$ cat config.mk
export PLATFORM = sky130hd
export DESIGN_NAME = sensor_value_formatter_flat
export DESIGN_NICKNAME = d
export VERILOG_FILES = /design/src/rtl/fmt_pkg.sv /design/src/rtl/sensor_value_formatter_if.sv /design/src/rtl/bin2bcd_seq.sv /design/src/rtl/sensor_value_formatter.sv /design/src/flat_wrapper.sv
export SDC_FILE = /design/constraint.sdc
export NUM_CORES = 1
export LEC_CHECK = 0
export ABC_AREA = 1
export BUFFER_PORTS_ARGS = -buffer_cell sky130_fd_sc_hd__clkbuf_2
export CAP_MARGIN = 40
export CORE_MARGIN = 3
export CORE_UTILIZATION = 45
export CTS_CLUSTER_SIZE = 40
export DETAILED_ROUTE_END_ITERATION = 8
export PLACE_DENSITY_LB_ADDON = 0.25
export SYNTH_ARGS = -nofsm -noshare
export SYNTH_HDL_FRONTEND = slang
export SYNTH_SLANG_ARGS = --single-unit
$ cat constraint.sdc
create_clock -name clock -period 5.25 [get_ports clock]
set_input_delay 1.05 -clock clock [delete_from_list [all_inputs] [get_ports clock]]
set_output_delay 1.05 -clock clock [all_outputs]
set_load 0.02 [all_outputs]
$ cat src/rtl/fmt_pkg.sv
// Shared types and constants for the sensor value formatter: FSM states,
// datapath widths, iteration counts, sensor modes and default scaling.
package fmt_pkg;

   localparam int DATA_W     = 16;
   localparam int COEF_W     = 11;
   localparam int MAG_W      = 14;
   localparam int BCD_W      = 16;
   localparam int MUL_CYCLES = 16;
   localparam int BCD_CYCLES = 14;

   localparam logic MODE_TEMP = 1'b0;
   localparam logic MODE_HUM  = 1'b1;

   localparam int DEF_TEMP_K      = 2000;
   localparam int DEF_TEMP_OFFSET = 500;
   localparam int DEF_HUM_K       = 1000;

   typedef enum logic [2:0] {
      IDLE,
      MUL,
      SCALE,
      BCD,
      DONE
   } fmt_state_t;

endpackage

$ cat src/rtl/sensor_value_formatter_if.sv
// Sample-in / formatted-result-out bundle between the AHT20 controller,
// the formatter and the seven-segment display driver.
interface sensor_value_formatter_if;
   import fmt_pkg::*;

   logic              sample_valid;
   logic [DATA_W-1:0] sample_data;
   logic              sample_mode;
   logic              busy;
   logic              out_valid;
   logic [BCD_W-1:0]  bcd_out;
   logic              negative;
   logic [7:0]        drop_count;

   modport master (
      output sample_valid, sample_data, sample_mode,
      input  busy, out_valid, bcd_out, negative, drop_count
   );

   modport slave (
      input  sample_valid, sample_data, sample_mode,
      output busy, out_valid, bcd_out, negative, drop_count
   );

endinterface

$ cat src/rtl/bin2bcd_seq.sv
// Sequential double-dabble converter: one shift (with add-3 correction) per
// clock; the first shift happens on the start edge, done pulses after the last.
module bin2bcd_seq
   import fmt_pkg::*;
(
   input  logic             clock,
   input  logic             reset,
   input  logic             start,
   input  logic [MAG_W-1:0] bin_in,
   output logic             done,
   output logic [BCD_W-1:0] bcd_out
);

   logic [BCD_W-1:0] bcd_p0;
   logic [MAG_W-1:0] bin_p0;
   logic [3:0]       cnt;
   logic             active;

   function automatic logic [BCD_W+MAG_W-1:0] dabble(input logic [BCD_W-1:0] bcd,
                                                     input logic [MAG_W-1:0] bin);
      logic [BCD_W-1:0] adj;
      for (int i = 0; i < BCD_W / 4; i++) begin
         adj[4*i +: 4] = (bcd[4*i +: 4] >= 4'd5) ? bcd[4*i +: 4] + 4'd3 : bcd[4*i +: 4];
      end
      return {adj, bin} << 1;
   endfunction

   always_ff @(posedge clock or posedge reset) begin
      if (reset) begin
         active <= 1'b0;
         cnt    <= '0;
         done   <= 1'b0;
      end else if (start) begin
         active <= 1'b1;
         cnt    <= 4'd1;
         done   <= 1'b0;
      end else if (active) begin
         cnt <= cnt + 4'd1;
         if (cnt == 4'(BCD_CYCLES - 1)) begin
            active <= 1'b0;
            done   <= 1'b1;
         end
      end else begin
         done <= 1'b0;
      end
   end

   // shift register stage: BCD digits above, remaining binary bits below
   always_ff @(posedge clock) begin
      if (start) begin
         {bcd_p0, bin_p0} <= dabble('0, bin_in);
      end else if (active) begin
         {bcd_p0, bin_p0} <= dabble(bcd_p0, bin_p0);
      end
   end

   assign bcd_out = bcd_p0;

endmodule

$ cat src/rtl/sensor_value_formatter.sv
// Scales a raw AHT20 word to tenths of degC / %RH and emits sign + 4 BCD digits.
// Optional build macro FMT_DROP_COUNT_EN enables the saturating drop counter.
module sensor_value_formatter
   import fmt_pkg::*;
#(
   parameter int TEMP_K      = DEF_TEMP_K,
   parameter int TEMP_OFFSET = DEF_TEMP_OFFSET,
   parameter int HUM_K       = DEF_HUM_K
) (
   input  logic                    clock,
   input  logic                    reset,
   sensor_value_formatter_if.slave fmt
);

   fmt_state_t state, state_nxt;

   logic [DATA_W+COEF_W:0] prod_p0;
   logic [COEF_W-1:0]      coef_p0;
   logic                   mode_p0;
   logic [3:0]             mul_cnt;
   logic                   neg_p1;

   logic signed [COEF_W:0] val_p1;
   logic [MAG_W-1:0]       mag_p1;

   logic                   busy;
   logic                   out_valid;
   logic                   accept;
   logic                   bcd_start;
   logic                   bcd_done;
   logic [BCD_W-1:0]       bcd_res;
   logic [BCD_W-1:0]       bcd_q;
   logic                   neg_q;

   // One multiplier bit per call: add coefficient to the upper half when the
   // current LSB is set, then shift the whole accumulator right.
   function automatic logic [DATA_W+COEF_W:0] mul_step(input logic [DATA_W+COEF_W:0] p,
                                                       input logic [COEF_W-1:0]     k);
      logic [COEF_W:0] hi;
      hi = p[DATA_W+COEF_W:DATA_W] + (p[0] ? {1'b0, k} : '0);
      return {1'b0, hi, p[DATA_W-1:1]};
   endfunction

   function automatic logic signed [COEF_W:0] scale_value(input logic [COEF_W-1:0] q,
                                                          input logic              mode);
      logic signed [COEF_W:0] v;
      v = $signed({1'b0, q});
      if (mode == MODE_TEMP) begin
         v = v - (COEF_W + 1)'(TEMP_OFFSET);
      end
      return v;
   endfunction

   function automatic logic [MAG_W-1:0] abs_mag(input logic signed [COEF_W:0] v);
      logic [COEF_W:0] m;
      m = v[COEF_W] ? $unsigned(-v) : $unsigned(v);
      return {{(MAG_W - COEF_W - 1){1'b0}}, m};
   endfunction

   always_ff @(posedge clock or posedge reset) begin
      if (reset) begin
         state <= IDLE;
      end else begin
         state <= state_nxt;
      end
   end

   always_comb begin
      state_nxt = state;
      case (state)
         IDLE:    if (fmt.sample_valid) state_nxt = MUL;
         MUL:     if (mul_cnt == 4'(MUL_CYCLES - 1)) state_nxt = SCALE;
         SCALE:   state_nxt = BCD;
         BCD:     if (bcd_done) state_nxt = DONE;
         DONE:    state_nxt = fmt.sample_valid ? MUL : IDLE;
         default: state_nxt = IDLE;
      endcase
   end

   always_comb begin
      busy      = 1'b0;
      out_valid = 1'b0;
      bcd_start = 1'b0;
      case (state)
         MUL, BCD: busy = 1'b1;
         SCALE: begin
            busy      = 1'b1;
            bcd_start = 1'b1;
         end
         DONE:     out_valid = 1'b1;
         default:  ;
      endcase
   end

   assign accept = fmt.sample_valid && !busy;

   // p0: capture and multiply
   always_ff @(posedge clock) begin
      if (accept) begin
         prod_p0 <= {{(COEF_W + 1){1'b0}}, fmt.sample_data};
         coef_p0 <= (fmt.sample_mode == MODE_HUM) ? COEF_W'(HUM_K) : COEF_W'(TEMP_K);
         mode_p0 <= fmt.sample_mode;
      end else if (state == MUL) begin
         prod_p0 <= mul_step(prod_p0, coef_p0);
      end
      if (state == SCALE) begin
         neg_p1 <= val_p1[COEF_W];
      end
   end

   // p1: offset, sign and magnitude of the scaled product
   always_comb begin
      val_p1 = scale_value(prod_p0[DATA_W+COEF_W-1:DATA_W], mode_p0);
      mag_p1 = abs_mag(val_p1);
   end

   always_ff @(posedge clock or posedge reset) begin
      if (reset) begin
         mul_cnt <= '0;
         bcd_q   <= '0;
         neg_q   <= 1'b0;
      end else begin
         if (accept) begin
            mul_cnt <= '0;
         end else if (state == MUL) begin
            mul_cnt <= mul_cnt + 4'd1;
         end
         if (state == BCD && bcd_done) begin
            bcd_q <= bcd_res;
            neg_q <= neg_p1;
         end
      end
   end

   bin2bcd_seq u_bin2bcd (
      .clock   (clock),
      .reset   (reset),
      .start   (bcd_start),
      .bin_in  (mag_p1),
      .done    (bcd_done),
      .bcd_out (bcd_res)
   );

`ifdef FMT_DROP_COUNT_EN
   logic [7:0] drop_cnt;

   function automatic logic [7:0] sat_inc(input logic [7:0] c);
      return (c == 8'hFF) ? c : c + 8'd1;
   endfunction

   always_ff @(posedge clock or posedge reset) begin
      if (reset) begin
         drop_cnt <= '0;
      end else if (fmt.sample_valid && busy) begin
         drop_cnt <= sat_inc(drop_cnt);
      end
   end

   assign fmt.drop_count = drop_cnt;
`else
   assign fmt.drop_count = 8'h00;
`endif

   assign fmt.busy      = busy;
   assign fmt.out_valid = out_valid;
   assign fmt.bcd_out   = bcd_q;
   assign fmt.negative  = neg_q;

endmodule

$ cat src/flat_wrapper.sv
// flat-port wrapper written by rule: the top's interface ports become plain ports
module sensor_value_formatter_flat import fmt_pkg::*;
#(
   parameter int TEMP_K      = DEF_TEMP_K,
   parameter int TEMP_OFFSET = DEF_TEMP_OFFSET,
   parameter int HUM_K       = DEF_HUM_K
)
  (clock, reset, fmt_sample_valid, fmt_sample_data, fmt_sample_mode, fmt_busy, fmt_out_valid, fmt_bcd_out, fmt_negative, fmt_drop_count);
  sensor_value_formatter_if fmt_i ();
  input  logic clock;
  input  logic reset;
  input wire logic [$bits(fmt_i.sample_valid)-1:0] fmt_sample_valid;
  input wire logic [$bits(fmt_i.sample_data)-1:0] fmt_sample_data;
  input wire logic [$bits(fmt_i.sample_mode)-1:0] fmt_sample_mode;
  output wire logic [$bits(fmt_i.busy)-1:0] fmt_busy;
  output wire logic [$bits(fmt_i.out_valid)-1:0] fmt_out_valid;
  output wire logic [$bits(fmt_i.bcd_out)-1:0] fmt_bcd_out;
  output wire logic [$bits(fmt_i.negative)-1:0] fmt_negative;
  output wire logic [$bits(fmt_i.drop_count)-1:0] fmt_drop_count;
  assign fmt_i.sample_valid = fmt_sample_valid;
  assign fmt_i.sample_data = fmt_sample_data;
  assign fmt_i.sample_mode = fmt_sample_mode;
  assign fmt_busy = fmt_i.busy;
  assign fmt_out_valid = fmt_i.out_valid;
  assign fmt_bcd_out = fmt_i.bcd_out;
  assign fmt_negative = fmt_i.negative;
  assign fmt_drop_count = fmt_i.drop_count;
  sensor_value_formatter #(.TEMP_K(TEMP_K), .TEMP_OFFSET(TEMP_OFFSET), .HUM_K(HUM_K)) u_core (.clock(clock), .reset(reset), .fmt(fmt_i));
endmodule
Word level (Yosys, flattened, before mapping)

Cells that the tools add are included.

Flip-flop bits (word level): 99
Output and inout bits: 27
Input bits: 20

Add/sub/neg operators: 9
Magnitude comparators: 4
Muxes and demuxes: 30
Equal/unequal tests: 10
Reduce and logical (&&, ||, !) cells: 8

Operator list:

| kind                                                                  | number |
|---|---|
| 16-bit two-way mux                                                    | 2 |
| 4-bit two-way mux                                                     | 7 |
| 13-bit two-way mux                                                    | 2 |
| 12-bit two-way mux                                                    | 2 |
| 11-bit two-way mux                                                    | 2 |
| 4-bit by 3-bit >= comparator with 1-bit output, second input constant | 4 |
| 3-bit one-hot mux with 5 select lines                                 | 1 |
| 11-bit by 11-bit adder with 12-bit output                             | 1 |
| 4-bit by 2-bit adder with 4-bit output, second input constant         | 3 |
| 3-bit two-way mux                                                     | 4 |
| 12-bit negator                                                        | 1 |
| 11-bit by 9-bit subtractor with 12-bit output, second input constant  | 1 |
| 1-bit two-way mux                                                     | 10 |
| 4-bit by 1-bit adder with 4-bit output, second input constant         | 2 |
| 4-bit equality test, second input constant                            | 2 |
| 3-bit by 2-bit equality test with 1-bit output, second input constant | 2 |
| 2-bit != test, second input constant                                  | 2 |
| 2-bit nonzero test                                                    | 2 |
| 3-bit by 2-bit adder with 3-bit output, second input constant         | 1 |
| 3-bit by 1-bit equality test with 1-bit output, second input constant | 1 |
| 3-bit equality test, second input constant                            | 1 |
| 3-bit logical NOT                                                     | 1 |
| 3-bit by 1-bit != test with 1-bit output, second input constant       | 1 |
| 3-bit AND reduction                                                   | 1 |
| other kinds (4)                                                       | 5 |

Depth between registers and ports, before layout

Word-level depth: 6
Depth in mapped cells: 14

Modules after synthesis

From an unflattened synthesis, not the netlist that was laid out.

Cell total of the unflattened synthesis: 614
Area total of the unflattened synthesis: 4913.5 sq um

By module, submodules not included:

| module                 | times used | area an instance (sq um) | cells an instance |
|---|---|---|---|
| sensor_value_formatter | 1          | 3067.9                   | 386 |
| bin2bcd_seq            | 1          | 1845.5                   | 228 |

Worst setup path after synthesis

OpenSTA, ideal clock, no wires.

Kind: register to output
From: reg u_core.state[1]
To: out fmt_out_valid
Data required time: 4200 ps
Path buffers: 0
Slack: 3241 ps
Arrival: 959 ps
Stages on the path, launching flop included: 4
Cells stage by stage: dfrtp_1 -> nor2_1 -> inv_1 -> nor2_1

Longest elaborated chain between the ends: 2

Ends and longest elaborated chain:

| what                   | RTL line                     | RTL |
|---|---|---|
| start, declared        | sensor_value_formatter.sv:15 | `fmt_state_t state, state_nxt;` |
| start signal, assigned | sensor_value_formatter.sv:64 | `state <= state_nxt;` |
| 3-bit equality test    | sensor_value_formatter.sv:84 | `case (state)` |
| 1-bit two-way mux      | sensor_value_formatter.sv:84 |  |
| end, declared          | flat_wrapper.sv:16           | `output wire logic [$bits(fmt_i.out_valid)-1:0] fmt_out_valid;` |

Every way passes these cells.

Final worst setup path

Ends and elaborated chain as after synthesis.

==> reports/results.tsv <==
stage	metric	value	unit
clocking	clockBufferDepth	2	
clocking	post_cts_resize_count	0	
yosys	syn-instance-count	558	
finish	drive_above_1_share	0.150	
timing	setup_viol	0	
finish	nets	636	
clocking	tritoncts	built	
worst_setup_path	worst_setup_path_start_kind	register	
yosys	yosys_register_bits	89	
place	port_buffers	38	
worst_setup_path	worstPathArrival	1.45	ns
clocking	cts_buffers	9	
timing	tightestPinTransition	0.614	ns
pwr	vdd_drop_max	346	uV
drt	vias	3603	
worst_setup_path	end_kind	output pin	
worst_setup_path	path_class	reg -> out	
drt	avgRoutedWirePerCell	12.4	um
pwr	power_density	659	nW/um2
timing	holdWs	0.452	ns
timing	slew_violations	0	
drt	drtIter0Drc	163	
clocking	cts_sinks	89	
place	gp_congestion	0.865	
drt	avgViaCountPerCell	4.92	
floorplanning	die_x	109	um
worst_setup_path	rr_worst_depth	12	
finish	n_antenna_cell	0	
drt	ant_nets	0	
floorplanning	dieHeight	109	um
drt	wl	9.09	mm
timing	finalSetupTns	0	ns
yosys	synthDistinctLibCells	43	
clocking	clock_latency	0.37	ns
worst_setup_path	cp_max_fo	4	
drt	dr.pass1.iters	4	
global_routing	grt_max_degree	33	
status	status	finished clean	
timing	rsz0062_at_grt	no	
finish	areaGrowthSynthToFinish	9.41	%
floorplanning	coreArea	10000	um2
timing	final.period_utilization	0.477	
floorplanning	die-area	11800	um2
global_routing	grt_use_total	0.170	
run	maxCapViolCount	0	
drt	drcViolationCount	0	
yosys	syn_area	4740	um2
min_path	min_path_type	reg -> reg	
place	dp_hpwl	6.57	mm
timing	fmax	0.399	GHz
floorplanning	fp-row-count	36	
timing	fin_skew	0.0176	ns
min_path	whs_path_depth	2	
clocking	root_buffer	clkbuf_8	
worst_setup_path	critical_path_required	4.20	ns
worst_setup_path	r2r_slack	2.96	ns
floorplanning	io-pin-count	47	
yosys	yosysWarnings	0	
global_routing	antenna_found_initial	0	
clocking	post_cts_buffers	0	
clocking	htree_levels	3	
global_routing	overflow	0	
yosys	syn_area_per_cell	8.49	um2
clocking	clk_pin_slew_worst_paths	0.09	ns
global_routing	grt_pass1_vias	3470	
timing	hold_viol	0	
global_routing	grt_pass1_wl	16.0	mm
pwr	leakage	2.51	nW
timing	maxSlewHeadroom	0.590	
yosys	seq_area_frac_synth	0.473	
floorplanning	initial_core_util	0.474	
clocking	hold_buffers	0	
timing	finalCriticalPeriod	2.50	ns
## flip-flops by register name, summed over array words and instances, names as in the netlist
| name | count |
|---|---|
| u_core.prod_p0 | 27 |
| u_core.fmt.bcd_out | 16 |
| u_core.u_bin2bcd.bcd_out | 16 |
| u_core.u_bin2bcd.bin_p0 | 13 |
| u_core.mul_cnt | 4 |
| u_core.u_bin2bcd.cnt | 4 |
| u_core.state | 3 |
| u_core.coef_p0 | 2 |
| u_core.fmt.negative | 1 |
| u_core.neg_p1 | 1 |
| u_core.u_bin2bcd.active | 1 |
| u_core.u_bin2bcd.done | 1 |
## layer usage
layer,routed length [um],track usage,vias up,share of wire
li1,-,-,1874,-
met1,4530,0.239,1640,0.50
met2,4000,0.262,76,0.44
met3,422,0.0328,13,0.046
met4,140,0.0595,0,0.015
met5,0,0,-,0
## logic make-up (layout without fill, tap and decap cells)
kind of cell,Yosys count,in the layout,share of synthesized area
xor gates and xnor gates,13,13,0.0240
adders and majority gates,22,22,0.0597
buffers and inverters,92,126,0.0917
and+or+nand+nor,250,250,0.233
AOI/OAI and AO/OA,91,91,0.117
other,1,8,0.000792
DFF,89,89,0.473
## worst paths after layout
kind,from,endpoint
max reg2reg,u_core.coef_p0[5]$_DFFE_PP_,u_core.prod_p0[24]$_SDFFE_PP0P_
min,u_core.neg_p1$_DFFE_PP_,u_core.fmt.negative$_DFFE_PP0P_
min reg2reg,u_core.neg_p1$_DFFE_PP_,u_core.fmt.negative$_DFFE_PP0P_
max,u_core.state[1]$_DFFE_PP0P_,fmt_out_valid
min in group asynchronous,reset,u_core.mul_cnt[3]$_DFFE_PP0P_
max in group asynchronous,reset,u_core.fmt.bcd_out[12]$_DFFE_PP0P_
## cell usage after synthesis, drive strengths merged
cell	number	area share
ha	21	0.055
o21bai	2	0.0032
conb	1	0.00079
nor2	35	0.035
dfrtp	30	0.16
inv	70	0.057
a22oi	2	0.0032
o32ai	3	0.0071
nor3	5	0.010
buf	21	0.034
o22ai	11	0.021
a21oi	18	0.019
o21ai	50	0.056
nand4	2	0.0026
clkbuf	1	0.0011
a31oi	1	0.0013
xor2	10	0.018
dfxtp	28	0.12
xnor2	3	0.0055
nand3b	3	0.0048
edfxtp	31	0.20
nand2	173	0.14
o31ai	4	0.0063
or2	1	0.0013
nand3	30	0.035
fa	1	0.0042
and3	1	0.0013
## critical path, cell delays in order (launching register included)
cell and delay, ns:
dfrtp_1 0.45, nor2_1 0.27, inv_1 0.11, nor2_1 0.09, clkbuf_2 0.17
## stage by stage
stage | power (W) | utilization | area, um2 | setup slack [ns] | std cells
4_1_cts | 0.00345 | 0.518 | 5180 | 2.73 | 732
5_1_grt | 0.00375 | 0.518 | 5180 | 2.64 | 732
3_3_place_gp | 0.00289 | 0.496 | 4960 | 2.81 | 715
6_report | 0.00341 | 0.518 | 5180 | 2.75 | 732
3_5_place_dp | 0.00293 | 0.497 | 4970 | 2.73 | 716
2_1_floorplan | 0.00259 | - | 4760 | 3.24 | 565
## report_power, final
part,leakage (nW),total [W],internal [W],switching (W)
clock,0.106,0.000499,0.000251,0.000248
combinational,1.47,0.00159,0.000564,0.00103
sequential,0.932,0.00132,0.00111,0.000210
## cell usage in the layout (no fill, tap or decap), types with 18 or more instances in the layout
master and count:
nand3_1 28, nand2_1 166, nor2_1 28, dfrtp_1 30
o21ai_0 41, edfxtp_1 31, a21oi_1 18, dfxtp_1 28
clkbuf_2 38, inv_1 61, ha_1 21
## final cells by class
| class | count | area [um2] |
|---|---|---|
| repair buffers | 40 | 213 |
| fillers | 961 | 4820 |
| clock buffers | 12 | 156 |
| clock inverters | 4 | 50.0 |
| multi-input cells | 384 | 2090 |
| flip-flops and latches | 89 | 2240 |
| well taps | 133 | 166 |
| inverters | 70 | 268 |
(Power assumes the default switching activity.)
